===== src/rtl/traffic_light_monitor_if.sv =====
// traffic_light_monitor_if: light bus and monitor status outputs
interface traffic_light_monitor_if #(
  parameter int DW_W  = 8,
  parameter int CNT_W = 16
);
  logic [2:0]       light;
  logic [1:0]       phase;
  logic [DW_W-1:0]  dwell;
  logic             err_valid;
  logic [2:0]       err_code;
  logic             err_sticky;
  logic [CNT_W-1:0] cycle_count;
  modport master (output light, input phase, dwell, err_valid, err_code, err_sticky, cycle_count);
  modport slave  (input light, output phase, dwell, err_valid, err_code, err_sticky, cycle_count);
endinterface


===== src/rtl/traffic_light_monitor.sv =====
// traffic_light_monitor: passive checker of light encoding, phase order and dwell
module traffic_light_monitor #(
  parameter int RED_CYC    = 10,
  parameter int GREEN_CYC  = 8,
  parameter int YELLOW_CYC = 3,
  parameter int DW_W       = 8,
  parameter int CNT_W      = 16
) (
  input logic clk,
  input logic reset,
  traffic_light_monitor_if.slave bus
);
  typedef enum logic [1:0] {SYNC, RED, GREEN, YELLOW} phase_t;
  localparam logic [2:0] E_NONE = 3'd0, E_ILL = 3'd1, E_SEQ = 3'd2, E_SHORT = 3'd3, E_LONG = 3'd4;
  localparam logic [DW_W-1:0] RED_D = DW_W'(RED_CYC), GREEN_D = DW_W'(GREEN_CYC), YELLOW_D = DW_W'(YELLOW_CYC);
  localparam logic [DW_W-1:0] DW_MAX = '1;
  phase_t           phase, phase_n, new_ph, next_ph;
  logic [DW_W-1:0]  dwell, dwell_n, req;
  logic             partial, partial_n, in_ill, in_ill_n, legal;
  logic             err_valid, err_sticky, err_sticky_n;
  logic [2:0]       err_code, err_code_n, err;
  logic [CNT_W-1:0] cycle_count, cycle_count_n;
  always_ff @(posedge clk or posedge reset)
    if (reset) begin
      phase       <= SYNC;
      dwell       <= '0;
      partial     <= 1'b0;
      in_ill      <= 1'b0;
      err_valid   <= 1'b0;
      err_code    <= E_NONE;
      err_sticky  <= 1'b0;
      cycle_count <= '0;
    end else begin
      phase       <= phase_n;
      dwell       <= dwell_n;
      partial     <= partial_n;
      in_ill      <= in_ill_n;
      err_valid   <= err != E_NONE;
      err_code    <= err_code_n;
      err_sticky  <= err_sticky_n;
      cycle_count <= cycle_count_n;
    end
  always_comb begin
    legal         = bus.light == 3'b100 || bus.light == 3'b010 || bus.light == 3'b001;
    new_ph        = bus.light == 3'b100 ? RED : bus.light == 3'b001 ? GREEN : YELLOW;
    next_ph       = phase == RED ? GREEN : phase == GREEN ? YELLOW : RED;
    req           = phase == RED ? RED_D : phase == GREEN ? GREEN_D : YELLOW_D;
    phase_n       = phase;
    dwell_n       = dwell;
    partial_n     = partial;
    in_ill_n      = 1'b0;
    cycle_count_n = cycle_count;
    err           = E_NONE;
    if (!legal) begin
      phase_n   = SYNC;
      dwell_n   = '0;
      partial_n = 1'b0;
      in_ill_n  = 1'b1;
      err       = in_ill ? E_NONE : E_ILL;
    end else if (phase == SYNC) begin
      phase_n   = new_ph;
      dwell_n   = DW_W'(1);
      partial_n = 1'b1;
    end else if (new_ph == phase) begin
      dwell_n = dwell == DW_MAX ? DW_MAX : dwell + 1'b1;
      err     = dwell == req ? E_LONG : E_NONE;
    end else begin
      phase_n   = new_ph;
      dwell_n   = DW_W'(1);
      partial_n = 1'b0;
      if (new_ph != next_ph) err = E_SEQ;
      else begin
        err           = (!partial && dwell < req) ? E_SHORT : E_NONE;
        cycle_count_n = phase == YELLOW ? cycle_count + 1'b1 : cycle_count;
      end
    end
    err_code_n   = err != E_NONE ? err : err_code;
    err_sticky_n = err_sticky || err != E_NONE;
  end
  assign bus.phase       = phase;
  assign bus.dwell       = dwell;
  assign bus.err_valid   = err_valid;
  assign bus.err_code    = err_code;
  assign bus.err_sticky  = err_sticky;
  assign bus.cycle_count = cycle_count;
endmodule


===== src/flat_wrapper.sv =====
// flat-port wrapper written by rule: the top's interface ports become plain ports
module traffic_light_monitor_flat 
#(
  parameter int RED_CYC    = 10,
  parameter int GREEN_CYC  = 8,
  parameter int YELLOW_CYC = 3,
  parameter int DW_W       = 8,
  parameter int CNT_W      = 16
)
  (clk, reset, bus_light, bus_phase, bus_dwell, bus_err_valid, bus_err_code, bus_err_sticky, bus_cycle_count);
  traffic_light_monitor_if #(.DW_W(DW_W), .CNT_W(CNT_W)) bus_i ();
  input logic clk;
  input logic reset;
  input wire logic [$bits(bus_i.light)-1:0] bus_light;
  output wire logic [$bits(bus_i.phase)-1:0] bus_phase;
  output wire logic [$bits(bus_i.dwell)-1:0] bus_dwell;
  output wire logic [$bits(bus_i.err_valid)-1:0] bus_err_valid;
  output wire logic [$bits(bus_i.err_code)-1:0] bus_err_code;
  output wire logic [$bits(bus_i.err_sticky)-1:0] bus_err_sticky;
  output wire logic [$bits(bus_i.cycle_count)-1:0] bus_cycle_count;
  assign bus_i.light = bus_light;
  assign bus_phase = bus_i.phase;
  assign bus_dwell = bus_i.dwell;
  assign bus_err_valid = bus_i.err_valid;
  assign bus_err_code = bus_i.err_code;
  assign bus_err_sticky = bus_i.err_sticky;
  assign bus_cycle_count = bus_i.cycle_count;
  traffic_light_monitor #(.RED_CYC(RED_CYC), .GREEN_CYC(GREEN_CYC), .YELLOW_CYC(YELLOW_CYC), .DW_W(DW_W), .CNT_W(CNT_W)) u_core (.clk(clk), .reset(reset), .bus(bus_i));
endmodule

===== config.mk =====
export PLATFORM = sky130hd
export DESIGN_NAME = traffic_light_monitor_flat
export DESIGN_NICKNAME = d
export VERILOG_FILES = /design/src/rtl/traffic_light_monitor_if.sv /design/src/rtl/traffic_light_monitor.sv /design/src/flat_wrapper.sv
export SDC_FILE = /design/constraint.sdc
export NUM_CORES = 1
export LEC_CHECK = 0
export ABC_AREA = 1
export CORE_UTILIZATION = 30
export CTS_CLUSTER_DIAMETER = 60
export DETAILED_ROUTE_END_ITERATION = 6
export GPL_TIMING_DRIVEN = 0
export SYNTH_ARGS = -nofsm -noshare
export SYNTH_HDL_FRONTEND = slang
export SYNTH_SLANG_ARGS = --single-unit

===== constraint.sdc =====
create_clock -name clk -period 3.3 [get_ports clk]
set_input_delay 0.495 -clock clk [delete_from_list [all_inputs] [get_ports clk]]
set_output_delay 0.495 -clock clk [all_outputs]
set_load 0.05 [all_outputs]

# Word-level counts from Yosys, hierarchy flattened
# Cells that the tools add are included.
# totals
reg_bits,33
latch_bits,0
ramBits,0
rom_bits,0
output_inout_bits,31
word_cells,57
n_memories,0
# classes
n_addsub,2
n_mul,0
div_mod_pow,0
magnitude_cmp,1
n_eq_ne,11
shift,0
mux,24
n_bitwise,3
n_reduce_logical,8
# op_table
cell,count
8-bit 2-to-1 mux,5
16-bit by 1-bit adder with 16-bit output (second input constant),1
3-bit 2-to-1 mux,5
2-bit 2-to-1 mux,7
8-bit by 1-bit adder with 8-bit output (second input constant),1
8-bit == test,1
8-bit == test (second input constant),1
8-bit less-than comparator,1
1-bit 2-to-1 mux,6
5-bit AND reduction,1
2-bit == test (second input constant),2
4-bit 2-to-1 mux,1
3-bit by 1-bit == test with 1-bit output (second input constant),1
3-bit by 2-bit == test with 1-bit output (second input constant),1
3-bit == test (second input constant),1
1-bit logical OR,3
3-bit inequality test (second input constant),1
1-bit inverter,3
3-bit nonzero test,1
2-bit by 1-bit == test with 1-bit output (second input constant),1
2-bit == test,1
2-bit zero test,1
2-bit inequality test,1
1-bit logical AND,1
1-bit zero test,1

# Depth between registers and ports, before layout
# depth
ltp_word,12
depth_mapped,14

# Worst setup path before layout
# No wires, ideal clock.
# synth_timing
path_kind,reg-to-reg
from,register u_core.phase[0] (netlist: u_core.bus.phase[0])
to,register u_core.err_code[1] (netlist: u_core.bus.err_code[1])
setup_ns,0.122
t_arrival_ns,2.136
t_required_ns,3.178
setup_slack_ns,1.042
path_stages_with_launch,15
cell_sequence,dfrtp_1 > inv_1 > ha_1 > inv_1 > ha_1 > nand2_1 > nand2_1 > nor2_1 > nand3_1 > nor2_1 > nand2_1 > nand2_1 > nor2_1 > nand2_1 > nand2_1
# synth_between
elab_chain_len,11
elab_cells_between_ends,19
classes_between,order compare (1); eq/ne (5); mux (10); reduce/logical (3)
# synth_rtl
item,line,source
start: declaration,traffic_light_monitor.sv:17,"phase_t phase, phase_n, new_ph, next_ph;"
start signal: assignment,traffic_light_monitor.sv:34,phase <= phase_n;
2-bit == test,"traffic_light_monitor.sv:46, traffic_light_monitor.sv:47",
4-bit 2-to-1 mux,traffic_light_monitor.sv:47,req = phase == RED ? RED_D : phase == GREEN ? GREEN_D : YELLOW_D;
8-bit 2-to-1 mux,traffic_light_monitor.sv:47,
8-bit less-than comparator,traffic_light_monitor.sv:73,err = (!partial && dwell < req) ? E_SHORT : E_NONE;
1-bit logical AND,traffic_light_monitor.sv:73,
2-bit 2-to-1 mux,traffic_light_monitor.sv:73,
3-bit 2-to-1 mux,traffic_light_monitor.sv:71,if (new_ph != next_ph) err = E_SEQ;
3-bit 2-to-1 mux,traffic_light_monitor.sv:64,end else if (new_ph == phase) begin
3-bit 2-to-1 mux *,traffic_light_monitor.sv:60,end else if (phase == SYNC) begin
3-bit 2-to-1 mux *,traffic_light_monitor.sv:54,if (!legal) begin
3-bit nonzero test,traffic_light_monitor.sv:77,err_code_n = err != E_NONE ? err : err_code;
end signal: assignment,traffic_light_monitor.sv:39,err_code <= err_code_n;
end: declaration,traffic_light_monitor.sv:21,"logic [2:0] err_code, err_code_n, err;"
# Mark *: on every way between the ends. The rest lies on a longest branch, timed or not.
# A chain may end at the register's enable or synchronous reset.

# Worst setup path after layout
# layout_timing
from,register u_core.phase[0] (netlist: u_core.bus.phase[0])
to,register u_core.err_code[0] (netlist: u_core.bus.err_code[0])
# The elaborated chain is that of the path after synthesis.

==> reports/results.txt <==
Fin. Hold Viols -> 0
Post-route DRC -> 0
Layout Nets -> 286
Fin Clk Skew -> 6.83 ps
Slowest CP cell -> dfrtp_1
Vias in the first global route -> 1501
Register area -> 826 sq um
CTS root buffer -> clkbuf_8
Core Box Area -> 6030 sq um
Most common cell after layout, fill and taps aside -> nand2_1
Setup Buffers After CTS -> 0
Wire per inst -> 11.4 um
Mean area per synthesized cell -> 8.30 sq um
Area growth syn-to-layout -> 27.8%
Worst-Skew Late Latency -> 280 ps
Clock sinks -> 33
Max-slew headroom -> 53.8%
Via density -> 4.61
CTS Buf Count -> 5
CTS hold repair buffers -> 0
Pre-CTS setup slack -> 959 ps
Starting Density -> 31.7%
DRT Pass-1 Iters -> 4
Cell taking the most area after synthesis -> dfrtp_1
CTS tree -> done
Clock transition at path regs -> 60 ps
GR Util All Layers -> 13.4%
Fmax -> 0.475 GHz
FFs w/ async S/R, synth -> 100%
Htree depth -> 2
Setup Viol. Count Final -> 0
CTS max path bufs -> 2
Pleak -> 1.10 nW
Initial DRC count -> 87
Synth Flop Type -> dfrtp_1
Crit end category -> flip-flop
Critical Path AT -> 2280 ps
Critical-path cell list -> inv_1 > ha_1 > inv_1 > ha_1 > nand2_1 > nand2_1 > nor2_1 > nand2_1 > nand3_1 > nand3_1 > a31oi_1 > inv_1
Least-Margin Pin Slew -> 692 ps
Die area -> 6690 sq um
Crit path largest cell delay -> 420 ps
Unique cell type count in the Yosys netlist -> 26
Placed cells -> 340
Area occupied by multi-input gates -> 941 sq um
Overflow after GRT -> 0
HPWL after DPL -> 2970 um
Initial antenna violation count -> 0
DR WL met3 -> 171 um
EDFF count, synth -> 0
Top routing layer used -> met4
Period Utilization, post-route -> 63.9%
Cell Pwr Density -> 404 nW/um^2
DR vias -> 1601
Register area share after synthesis -> 43.3%
Final std cells w/o fill -> 347
Met1 wire length -> 1920 um
Synthesis-stage register bit count -> 33
Critical path startpoint category -> flip-flop
Pin count of the biggest net entering global routing -> 34
Top cells by area, synth -> dfrtp_1, nand2_1, inv_1
WL final -> 3950 um
Syn Nets -> 244
Commonest cells after routing, fill and taps aside -> nand2_1, clkdlybuf4s50_1, dfrtp_1, inv_1, nor2_1
Hold_ws -> 477 ps
DIE WIDTH -> 81.8 um
First-pass GRT wire length -> 6760 um
Critical path required time -> 3470 ps
CP Max Fanout -> 5
CTS resizes -> 0
Peak VDD IR -> 0.163 mV
GP Congestion -> 0.807
Final Util -> 40.5%
Yosys warns -> 0
Worst setup margin -> 1190 ps
Fill count -> 613
Worst hold path type -> flip-flop to flip-flop
CP Class -> flip-flop to flip-flop
Metal2 WL -> 1800 um
Post-synth top area share -> 43.3%
Maxcap violations -> 0
Vert. Die Dim -> 81.8 um
Crit path time final -> 2110 ps
Synth Cell Area -> 1910 sq um
# IOs -> 36
Synth Instances -> 230
Status -> finished, final reports clean
# port buffers -> 35
Antenna diodes -> 0
Setup TNS -> 0 ps
Antenna viol nets, final -> 0
RSZ-0062 raised after global routing -> no
Layout cells sized above 1 -> 8.82%
Row count -> 28
Final Slew Violations -> 0
## power by group
part | internal (mW) | leakage, nW | switching, mW
registers | 0.429 | 0.428 | 0.0230
clock network | 0.165 | 0.0443 | 0.140
logic | 0.0751 | 0.631 | 0.154
total | 0.669 | 1.10 | 0.317
## synthesized netlist by cell type (2+ instances only)
master   number
nand2_1      52
a21oi_1       7
buf_6         2
nand4_1       7
inv_1        31
nand3_2       3
ha_1          9
nand2_2       2
nor3_1        5
o21ai_1       4
nand3_1      17
nor2_1       19
xor2_1        8
a31oi_1       2
nor2_4        6
o21ai_0       8
xnor2_1       7
dfrtp_1      33
## area by class of cell
| type | instances | share of cell area (%) |
|---|---|---|
| multi-input cells | 163 | 38.6 |
| flip-flops and latches | 33 | 33.8 |
| plain buffers | 2 | 0.923 |
| inverters | 32 | 4.92 |
| well taps | 75 | 3.85 |
| repair buffers | 35 | 14.4 |
| clock buffers | 7 | 3.54 |
## per-stage QoR
stage	area [sq um]	total power, mW
floorplan	1910	0.616
global placement	2350	0.688
detailed placement	2350	0.690
CTS	2440	0.999
global route	2440	1.04
finish	2440	0.987
## path summary, 6_finish.rpt
| check | from | end | slack, ps | cells past startpoint |
|---|---|---|---|---|
| max | u_core.bus.phase[0] | u_core.bus.err_code[0] | 1190 | 12 |
| min | u_core.bus.err_sticky | u_core.bus.err_sticky | 480 | 1 |
| max reg2reg | u_core.bus.phase[0] | u_core.bus.err_code[0] | 1190 | 12 |
| min reg2reg | u_core.bus.err_sticky | u_core.bus.err_sticky | 480 | 1 |
| max in group asynchronous | reset | u_core.in_ill | 2210 | 2 |
| min in group asynchronous | reset | u_core.bus.cycle_count[3] | 640 | 2 |
## logic make-up after synthesis
group           synth area share [%]
fa+ha+maj                       5.90
flops                           43.3
compound gates                  6.49
simple gates                    30.0
xor+xnor                        6.88
buf+inv                         7.47
## registers in the layout (all words and copies together), names as in the netlist
name	cells
u_core.bus.err_valid	1
u_core.bus.dwell	8
u_core.bus.err_code	3
u_core.bus.phase	2
u_core.bus.err_sticky	1
u_core.partial	1
u_core.bus.cycle_count	16
u_core.in_ill	1
## per-layer routing
layer | vias to the layer above | global-route usage [%]
met3 | 8 | 3.78
met4 | 0 | 4.74
met5 | - | 0
li1 | 828 | -
met1 | 737 | 18.5
met2 | 28 | 19.9
## worst max-delay path, delay by kind of cell (launching register included)
| kind | cells | cell delay (ps) |
|---|---|---|
| AO/OA/AOI/OAI | 1 | 180 |
| adder cells (fa/ha/maj) | 2 | 560 |
| buffers and inverters | 3 | 270 |
| flip-flops | 1 | 420 |
| AND/OR/NAND/NOR | 6 | 560 |
Power figures use the tool's default switching activity.
